`config.mk`:
```
export PLATFORM = sky130hd
export DESIGN_NAME = counter_arbiter
export DESIGN_NICKNAME = d
export VERILOG_FILES = /design/src/rtl/counter_arbiter.sv
export SDC_FILE = /design/constraint.sdc
export NUM_CORES = 1
export LEC_CHECK = 0
export BUFFER_PORTS_ARGS = -buffer_cell sky130_fd_sc_hd__buf_4
export CAP_MARGIN = 20
export CELL_PAD_IN_SITES_DETAIL_PLACEMENT = 0
export CELL_PAD_IN_SITES_GLOBAL_PLACEMENT = 1
export CORE_UTILIZATION = 35
export DETAILED_ROUTE_END_ITERATION = 6
export HOLD_SLACK_MARGIN = 0.08
export PLACE_DENSITY = 0.78
export SLEW_MARGIN = 20
export SYNTH_ARGS = -nofsm -noshare
export SYNTH_HDL_FRONTEND = slang
export SYNTH_SLANG_ARGS = --single-unit
export TNS_END_PERCENT = 30
```
`constraint.sdc`:
```
create_clock -name Clk_i -period 1.55 [get_ports Clk_i]
set_input_delay 0.0775 -clock Clk_i [delete_from_list [all_inputs] [get_ports Clk_i]]
set_output_delay 0.0775 -clock Clk_i [all_outputs]
set_load 0.005 [all_outputs]
```
`src/rtl/counter_arbiter.sv`:
```
// Round-robin scheduler sharing one up-counter between Requesters clients.
// The granted client owns the counter for one run from Init to Limit and gets a
// one-cycle Done pulse at the end; dropping its request aborts the run.
module counter_arbiter #(
    parameter int unsigned Requesters = 4,
    parameter int unsigned Width      = 32,
    parameter int unsigned Init       = 8,
    parameter int unsigned Limit      = 64
) (
    input  logic                  Clk_i,
    input  logic                  Reset_i,
    input  logic [Requesters-1:0] Req_i,
    output logic [Requesters-1:0] Grant_o,
    output logic [Requesters-1:0] Done_o,
    output logic [Width-1:0]      Data_o,
    output logic                  Busy_o
);

    localparam int unsigned PtrW = $clog2(Requesters);
    localparam logic [Width-1:0] InitVal = Width'(Init);
    localparam logic [Width-1:0] LimitVal = Width'(Limit);
    localparam logic [Requesters-1:0] OneHot = Requesters'(1);
    localparam logic [PtrW-1:0] LastIdx = PtrW'(Requesters - 1);

    // Refuse to elaborate with an unusable parameter set.
    if ((Requesters < 2) || (Requesters > 16) || !(Init < Limit) ||
        ((Width < 32) && (longint'(Limit) >= (longint'(1) << Width)))) begin : g_bad_params
        $error("counter_arbiter: need 2<=Requesters<=16 and Init < Limit < 2**Width");
    end

    typedef enum logic [1:0] {StIdle, StCount, StDone} state_e;

    state_e                  state_q, state_d;
    logic [PtrW-1:0]         ptr_q, ptr_d;
    logic [PtrW-1:0]         owner_q, owner_d;
    logic [Requesters-1:0]   grant_q, grant_d;
    logic [Requesters-1:0]   done_q, done_d;
    logic [Width-1:0]        data_q, data_d;

    logic                    pick_valid;
    logic [PtrW-1:0]         pick_idx;
    logic [PtrW-1:0]         owner_next;

    // Round-robin search: first requesting client at or above ptr, wrapping.
    always_comb begin
        int unsigned idx;
        logic [PtrW-1:0] idx_w;
        pick_valid = 1'b0;
        pick_idx   = '0;
        for (int unsigned i = 0; i < Requesters; i++) begin
            idx   = (32'(ptr_q) + i) % Requesters;
            idx_w = PtrW'(idx);
            if (!pick_valid && Req_i[idx_w]) begin
                pick_valid = 1'b1;
                pick_idx   = idx_w;
            end
        end
    end

    // Priority moves to the client just after the one that finished or aborted.
    always_comb begin
        owner_next = (owner_q == LastIdx) ? '0 : owner_q + PtrW'(1);
    end

    // Next-state and next-output decode.
    always_comb begin
        state_d = state_q;
        ptr_d   = ptr_q;
        owner_d = owner_q;
        grant_d = grant_q;
        done_d  = done_q;
        data_d  = data_q;
        unique case (state_q)
            StIdle: begin
                grant_d = '0;
                done_d  = '0;
                data_d  = InitVal;
                if (pick_valid) begin
                    state_d = StCount;
                    owner_d = pick_idx;
                    grant_d = OneHot << pick_idx;
                end
            end
            StCount: begin
                // Abort wins over both increment and completion.
                if (!Req_i[owner_q]) begin
                    state_d = StIdle;
                    grant_d = '0;
                    data_d  = InitVal;
                    ptr_d   = owner_next;
                end else if (data_q < LimitVal) begin
                    data_d = data_q + Width'(1);
                end else begin
                    state_d = StDone;
                    done_d  = grant_q;
                end
            end
            StDone: begin
                state_d = StIdle;
                done_d  = '0;
                grant_d = '0;
                data_d  = InitVal;
                ptr_d   = owner_next;
            end
            default: begin
                state_d = StIdle;
                grant_d = '0;
                done_d  = '0;
                data_d  = InitVal;
            end
        endcase
    end

    // State and registered outputs; reset has priority over everything.
    always_ff @(posedge Clk_i) begin
        if (Reset_i) begin
            state_q <= StIdle;
            ptr_q   <= '0;
            owner_q <= '0;
            grant_q <= '0;
            done_q  <= '0;
            data_q  <= InitVal;
        end else begin
            state_q <= state_d;
            ptr_q   <= ptr_d;
            owner_q <= owner_d;
            grant_q <= grant_d;
            done_q  <= done_d;
            data_q  <= data_d;
        end
    end

    assign Grant_o = grant_q;
    assign Done_o  = done_q;
    assign Data_o  = data_q;
    assign Busy_o  = (state_q != StIdle);

endmodule

```
After elaboration in Yosys (flattened, before gate mapping). Cells that the tools add are included.

Bits in registers: 46. Bits in latches: 0. Memory bits (writable): 0. Bits in read-only memories: 0. Memories: 0.

Add/subtract/negate cells: 5. Multipliers: 0. Divide/modulo/power cells: 0. Order comparisons: 6. Eq/ne operators: 6. Shift operators: 1. Muxes and demuxes: 28. Bitwise logic cells: 3. Reduce and logical (&&, ||, !) cells: 15.

Operators by type and width (count): adder 32 x 1 -> 32 bit (second input constant) (1); < comparator 32 x 7 -> 1 bit (second input constant) (1); 2-to-1 mux 2 bit (9); < comparator 2 x 3 -> 1 bit (second input constant) (5); binary-select mux 1 bit (select 2 bit) (5); 2-to-1 mux 1 bit (9); 2-to-1 mux 4 bit (2); case mux 2 bit (2 select lines) (2); case mux 4 bit (2 select lines) (1); AND reduction 2 bit (4); adder 2 x 1 -> 2 bit (second input constant) (2); adder 2 bit (second input constant) (2); == test 2 bit (second input constant) (2); inequality test 2 bit (second input constant) (2); nonzero test 2 bit (2); left shift 1 x 2 -> 4 bit (first input constant) (1); logical AND 1 bit (3); zero test 1 bit (3); inequality test 3 bit (second input constant) (1); NOT 1 bit (3); OR reduction 3 bit (1); == test 2 x 1 -> 1 bit (second input constant) (1); zero test 2 bit (1); OR reduction 2 bit (1).

Logic depth before layout (Yosys ltp). Gate-level depths: netlist of the first run.

Word-level depth: 15. Depth in mapped cells: 7.

Worst setup path before layout of the first run. Ideal clock, no wire load.

Path type: register to register. Start: register owner_q[0]. End: register ptr_q[0]. Library setup time: 127 ps. Data arrival time: 1468 ps. Setup slack: -46 ps. Stages on the path, launching flop included: 6. Period minus slack after synthesis: 1596 ps. Path through: dfxtp_1 mux4_2 buf_6 a21boi_4 mux2i_1 nor2_1.

Cells in the longest elaborated chain, start to end: 4.

RTL lines: start, declared (line 35) `logic [PtrW-1:0] owner_q, owner_d;`; start signal, assigned (line 126) `owner_q <= owner_d;`; adder 2 x 1 -> 2 bit, or another cell as far along (line 62) `owner_next = (owner_q == LastIdx) ? '0 : owner_q + PtrW'(1);`; 2-to-1 mux 2 bit / 2-to-1 mux 1 bit (equally long branches) (line 62, 86); 2-to-1 mux 2 bit / inequality test 2 bit (equally long branches); case mux 2 bit (2 select lines) / AND reduction 2 bit (equally long branches); end signal, assigned (line 125) `ptr_q <= ptr_d;`; end, declared (line 34) `logic [PtrW-1:0] ptr_q, ptr_d;`.

Several ways; a longest one is shown, not always the timed one. The select of a mux whose other input is x is not followed. A chain may end at the register's enable or synchronous reset.

Worst setup path after layout of the first run.
Start: register data_q[20], in the netlist Data_o[20]. End: register data_q[3], in the netlist Data_o[3].

Cells in the longest elaborated chain, start to end: 1.

RTL lines: start, declared (line 38) `logic [Width-1:0] data_q, data_d;`; start signal, assigned (line 122) `data_q <= InitVal;`; start signal, assigned (line 129) `data_q <= data_d;`; < comparator 32 x 7 -> 1 bit (line 91) `end else if (data_q < LimitVal) begin`.

No other way between the ends.

==> results.md, run 1 <==
* Crit end category: register
* Worst-path fanout max at 2
* Netlist Area Pre-Place at 1830 um2
* Max Cap Viol at 0
* Vias at 1752
* Pwr dens at 1030 nW/um2
* Clk_lat worst skew at 0.30 ns
* Final Hold Viols at 0
* Lkg Pwr at 1.39 nW
* Total Nets Final at 290
* Total CTS buffers at 5
* Yosys Warn Count at 0
* Maximum vdd drop at 639 uV
* Crit path kind: register to register
* TritonCTS clock tree: yes
* Startpoint Class: register
* Die X at 74.3 um
* Slew HR at 77.4%
* NetSw at 855 uW
* Core Region at 4880 um2
* Sequential share of the synthesized area at 50.3%
* Synthesized net count at 196
* First drt pass iteration count at 7
* H-Tree Depth at 2
* Hold path depth at 3
* HP Class: input pin to register
* Number of synthesized flops with an enable pin at 0
* Status: finished, violations left
* Total die area at 5530 um2
* Number of global-route vias before repair at 1565
* Chip height at 74.3 um
* Starting DRT DRC Count at 82
* FF-to-FF setup slack at -0.06 ns
* Clk_skew at 0.00689 ns
* Setup repair after global routing missed its margin: true
* Final setup fails at 12
* Combinational share of power at 24.9%
* DRC at 0
* Area growth from synthesis to layout at 55.9%
* Final std cells w/o fill at 348
* Pwr Total at 2.94 mW
* Arrival @ worst endpoint at 1.86 ns
* Critical path required time at 1.80 ns
* Worst reg2reg path startpoint: Data_o[20]
* Worst slew pin tran at 0.336 ns
* Fmax at 0.621 GHz
* Ant diodes at 0
* Clock share of power at 30.8%
* GRT overflow at 0
* FILL cells at 457
* Row count at 25
* Pin count of the biggest net entering global routing at 27
* Sequential share of power at 44.4%
* Post-DRT Antenna Nets at 0
* Via/cell ratio at 5.03
* Root buf cell: clkbuf_8
* Post-DP HPWL at 3.12 mm
* Initial antenna violation count at 0
* Layout cells sized above 1 at 45.9%
* Failing checks: setup timing
* Worst Slack Setup Final at -0.0601 ns
* Final min period at 1.61 ns
* GRT Total Usage at 16.8%
* Initial Util at 37.5%
* Synth unique cells at 38
* Slew Limit Fails at 0
* Placer Congestion at 0.804
* Syn Area/Cell at 9.85 um2
* Min-delay src: Req_i[3]
* Clk slew on worst S/H paths at 0.09 ns
* Minimum hold slack at 0.156 ns
* First-pass GRT wire length at 7.16 mm
* Switching Share at 29.0%
* Clk sinks at 46
* Crit. Startpoint: Data_o[20]
* Synth Instances at 186
* Synth Flop Type: dfxtp_1
* Final wirelength at 4.57 mm
* Placed insts at 331
* Routed length per instance at 13.1 um
* Worst r2r dst: Data_o[3]
* Hold path endpoint: owner_q[1]
* Reg2Reg Depth at 5
* Number of port buffers at 46
* #FFs+latches synth at 46
* Longest Clk Path Bufs at 2
* Io pins at 47
* Fin crit share at 104%
* Int Pwr at 2.09 mW
* Asr flop ratio synth at 0%
worst max path at each step:
stage,end,cells past startpoint
after floorplan,Data_o[5],6
after global placement,Data_o[4],5
after detailed placement,state_q[0],4
after CTS,Data_o[4],5
after global routing,Data_o[4],5
final,Data_o[3],5
timing repair:
action | 4_1_cts | 5_1_grt
endpoints found under the hold margin | 6 | 0
setup endpoints to repair | 18 | 19
setup buffers | 8 | 0
hold buffers | 1 | 0
pin swaps | 15 | 4
gates resized for setup | 28 | 8
metrics by stage:
stage	cell area [um2]	utilization, %	worst slack (ns)	TNS [ns]
6_report	2860	58.5	-0.0601	-0.361
3_5_place_dp	2530	51.9	-0.130	-1.37
5_1_grt	2860	58.5	-0.111	-1.33
2_1_floorplan	1830	-	0.00646	0
4_1_cts	2830	58.1	-0.0559	-0.438
3_3_place_gp	2530	51.9	-0.101	-0.980
synthesized netlist by cell type, drive strengths merged, types with 4 or more instances:
cell	number	area share (%)
clkbuf	7	1.4
a21oi	8	2.2
or4	4	1.6
nor2	6	1.2
nand4	5	1.7
inv	10	2.0
ha	4	2.7
and3	25	8.5
nor4	7	2.7
mux2i	7	3.8
nand2	15	3.1
dfxtp	46	50
o21ai	4	1.1
a32o	4	2.2
power groups by stage:
stage	Clock (mW)	Sequential (mW)	Combinational (mW)
after floorplan	0	1.32	0.432
final	0.906	1.31	0.733
after detailed placement	0	1.33	0.699
after global routing	0.971	1.31	0.815
after global placement	0	1.33	0.695
after CTS	0.932	1.31	0.735
registers in the layout, indices dropped and copies added (netlist names):
register / flops
Grant_o: 4
Done_o: 4
ptr_q: 2
Data_o: 32
state_q: 2
owner_q: 2
logic make-up after synthesis:
logic type / Yosys count / synth area share [%]
buf+inv: 20 / 4.65
fa+ha+maj: 4 / 2.73
flops: 46 / 50.3
mux: 8 / 5.05
simple gates: 73 / 22.4
compound gates: 35 / 14.9
area by class of cell:
type | instances | area (um2) | share of cell area (%)
multi-input combinational | 120 | 931 | 32.6
sequential | 46 | 930 | 32.6
timing repair buffer | 97 | 761 | 26.6
tap | 67 | 83.8 | 2.94
clock buffer | 5 | 68.8 | 2.41
clock inverter | 3 | 43.8 | 1.53
inverter | 10 | 37.5 | 1.31
per-layer routing:
metal	track usage, %	vias to the layer above	part of all wire (%)
li1	-	874	-
met1	22.3	815	49
met2	26.8	56	44
met3	4.34	7	5.6
met4	5.66	0	1.2
met5	0	-	0
cells in the final DEF, fill, tap and decap left out, types with 2 or more instances in the layout:
cell,synthesis,layout
and3_1,25,25
nor4_4,0,3
o31ai_1,3,2
o21ai_0,4,2
nand4_1,5,5
a32o_1,4,4
ha_1,4,4
nor4_2,1,3
a21o_1,2,2
o21ai_1,0,2
or3_1,2,2
clkbuf_8,0,5
or4_1,4,4
a211o_1,2,2
dfxtp_1,46,39
mux2i_1,7,7
nand2_1,15,14
buf_6,1,8
nor2_1,6,6
inv_1,10,10
buf_4,0,88
dfxtp_2,0,7
o21a_1,3,2
a21oi_1,8,8
critical path, cell delays in order (launching register included):
cell and delay, ns:
dfxtp_2 0.34, nor4_4 0.35, buf_4 0.19, nand3_2 0.08
or4_1 0.51, nand3_1 0.09
No activity file was read; power rests on OpenSTA's default activity.
==> inputs of run 2 (changes only) <==
--- a/config.mk
+++ b/config.mk
@@ -12,7 +12,7 @@
 export CORE_UTILIZATION = 35
 export DETAILED_ROUTE_END_ITERATION = 6
 export HOLD_SLACK_MARGIN = 0.08
-export PLACE_DENSITY = 0.78
+export PLACE_DENSITY_LB_ADDON = 0.1
 export SLEW_MARGIN = 20
 export SYNTH_ARGS = -nofsm -noshare
 export SYNTH_HDL_FRONTEND = slang
==> run 2 against run 1 <==
Effect of this change: the flow still finishes with violations (setup timing); design area down 3.7%; hold slack improved by 0.0053 ns; wire length increased by 3.7%; register-to-register slack got worse by 0.02 ns; sequential power is essentially flat; clock skew shrank 0.0017 ns; total power fell by 7.3%; clock-buffer cell count stayed put; critical path depth unchanged; clock power is 24% lower; utilization is 2.2 points lower.
==> results.md, run 2 (synthesis gave the netlist of run 1 again) <==
* Status: finished, violations left
* Failing checks: setup timing
* Min-delay src: Req_i[3]
* Fmax at 0.613 GHz (-1.4%)
* Layout cells sized above 1 at 43.7% (-2.2 points)
* Hold path depth at 3 (unchanged)
* Worst reg2reg path startpoint: owner_q[0]
* Post-place setup slack at -0.211 ns (-0.0814 ns)
* Total die area at 5530 um2 (unchanged)
* Pwr dens at 993 nW/um2 (-3.7%)
* Reg2Reg Depth at 5 (unchanged)
* Number of global-route vias before repair at 1656 (+5.8%)
* Worst Slack Setup Final at -0.0822 ns (-0.0221 ns)
* Final min period at 1.63 ns (+0.0221 ns)
* Io pins at 47 (unchanged)
* Pin count of the biggest net entering global routing at 35 (+30%)
* Chip height at 74.3 um (unchanged)
* FF-to-FF setup slack at -0.08 ns (-0.02 ns)
* Hold path endpoint: owner_q[1]
* H-Tree Depth at 2 (unchanged)
* Slew HR at 69.8% (-7.6 points)
* Number of port buffers at 46 (unchanged)
* Clk_skew at 0.00521 ns (-0.00168 ns)
* Routed length per instance at 14.1 um (+7.1%)
* Final setup fails at 15 (+3)
* Worst r2r dst: ptr_q[1]
* Crit end category: register
* Root buf cell: clkbuf_8
* First drt pass iteration count at 4 (-3)
* Max Cap Viol at 0 (unchanged)
* Clk slew on worst S/H paths at 0.08 ns (about the same)
* Placer Congestion at 0.816 (+1.5%)
* Die X at 74.3 um (unchanged)
* Setup repair after global routing missed its margin: true
* Maximum vdd drop at 570 uV (-11%)
* Fin crit share at 105% (+1.4 points)
* Vias at 1717 (-2.0%)
* Ant diodes at 0 (unchanged)
* Final wirelength at 4.74 mm (+3.7%)
* Core Region at 4880 um2 (unchanged)
* Starting DRT DRC Count at 77 (-6.1%)
* DRC at 0 (unchanged)
* Leading cell types in the layout, fill and taps excluded: 82 x buf_4, 39 x dfxtp_1, 25 x and3_1, 15 x nand2_1, 10 x inv_1
* Clk_lat worst skew at 0.29 ns (about the same)
* Longest Clk Path Bufs at 2 (unchanged)
* Post-DRT Antenna Nets at 0 (unchanged)
* Worst-path fanout max at 6 (+4)
* Slew Limit Fails at 0 (unchanged)
* HP Class: input pin to register
* Worst slew pin tran at 0.448 ns (+0.113 ns)
* Clk sinks at 46 (unchanged)
* Lkg Pwr at 1.33 nW (-3.8%)
* Startpoint Class: register
* Crit path kind: register to register
* Initial Util at 37.5% (unchanged)
* Arrival @ worst endpoint at 1.82 ns (-0.04 ns)
* FILL cells at 462 (+1.1%)
* GRT Total Usage at 18.4% (+1.6 points)
* TritonCTS clock tree: yes
* Area growth from synthesis to layout at 50.1%
* First-pass GRT wire length at 7.62 mm (+6.6%)
* Pwr Total at 2.73 mW (-7.3%)
* Most common cell after layout, fill and taps aside: buf_4
* Critical path required time at 1.74 ns (-0.06 ns)
* Total CTS buffers at 5 (unchanged)
* Initial antenna violation count at 0 (unchanged)
* Final Hold Viols at 0 (unchanged)
* Post-DP HPWL at 3.43 mm (+9.9%)
* Via/cell ratio at 5.09 (+1.2%)
* Total Nets Final at 280 (-3.4%)
* Minimum hold slack at 0.161 ns (+0.00531 ns)
* GRT overflow at 0 (unchanged)
* Row count at 25 (unchanged)
* Max reg flops at 32 (unchanged)
run 2: layer usage:
| metal | wire [um] | global-route usage (%) | vias to the layer above |
|---|---|---|---|
| met5 | 0 | 0 | - |
| met1 | 2050 | 20.8 | 798 |
| met2 | 2360 | 32.9 | 60 |
| met4 | 74 | 7.34 | 0 |
| met3 | 252 | 4.88 | 8 |
| li1 | - | - | 851 |
run 2: through the flow:
stage	setup TNS (ns)	area, um2	cells	util [%]
6_report	-0.635	2750	337	56.3
5_1_grt	-1.85	2750	337	56.3
2_1_floorplan	0	1830	186	-
3_3_place_gp	-1.80	2490	326	51.1
4_1_cts	-0.513	2680	334	54.8
3_5_place_dp	-2.61	2490	326	51.1
run 2: final cells by class:
| class | count | area (um2) | area share (%) |
|---|---|---|---|
| multi-input combinational | 120 | 948 | 34.5 |
| timing repair buffer | 87 | 671 | 24.4 |
| clock buffer | 5 | 68.8 | 2.50 |
| tap | 67 | 83.8 | 3.05 |
| clock inverter | 2 | 10.0 | 0.364 |
| sequential | 46 | 930 | 33.8 |
| inverter | 10 | 37.5 | 1.37 |
run 2: worst max-delay path by stage:
stage	to	from	depth (start not counted)
after global placement	state_q[0]	Data_o[19]	4
after CTS	state_q[0]	Data_o[12]	5
after floorplan	Data_o[5]	state_q[0]	6
after global routing	state_q[0]	owner_q[0]	4
after detailed placement	state_q[0]	Data_o[19]	4
final	ptr_q[1]	owner_q[0]	5
run 2: critical path, stage by stage (launching register included):
cell and delay [ns]:
dfxtp_2 0.35, mux4_2 0.59, buf_4 0.18, a21boi_4 0.16, mux2i_1 0.20, nor2_1 0.05
run 2: timing repair:
| action | CTS | global route |
|---|---|---|
| pin swaps | 9 | 10 |
| gates resized for setup | 19 | 11 |
| gates cloned | 0 | 0 |
| hold endpoints to repair | 5 | 0 |
| endpoints found under the setup margin | 17 | 20 |
| hold buffers | 1 | 0 |
| buffers inserted | 0 | 3 |
run 2: power breakdown:
part	switching, mW	internal [mW]	leakage, nW
sequential	0.0581	1.24	0.375
clock	0.385	0.303	0.0438
combinational	0.393	0.347	0.914
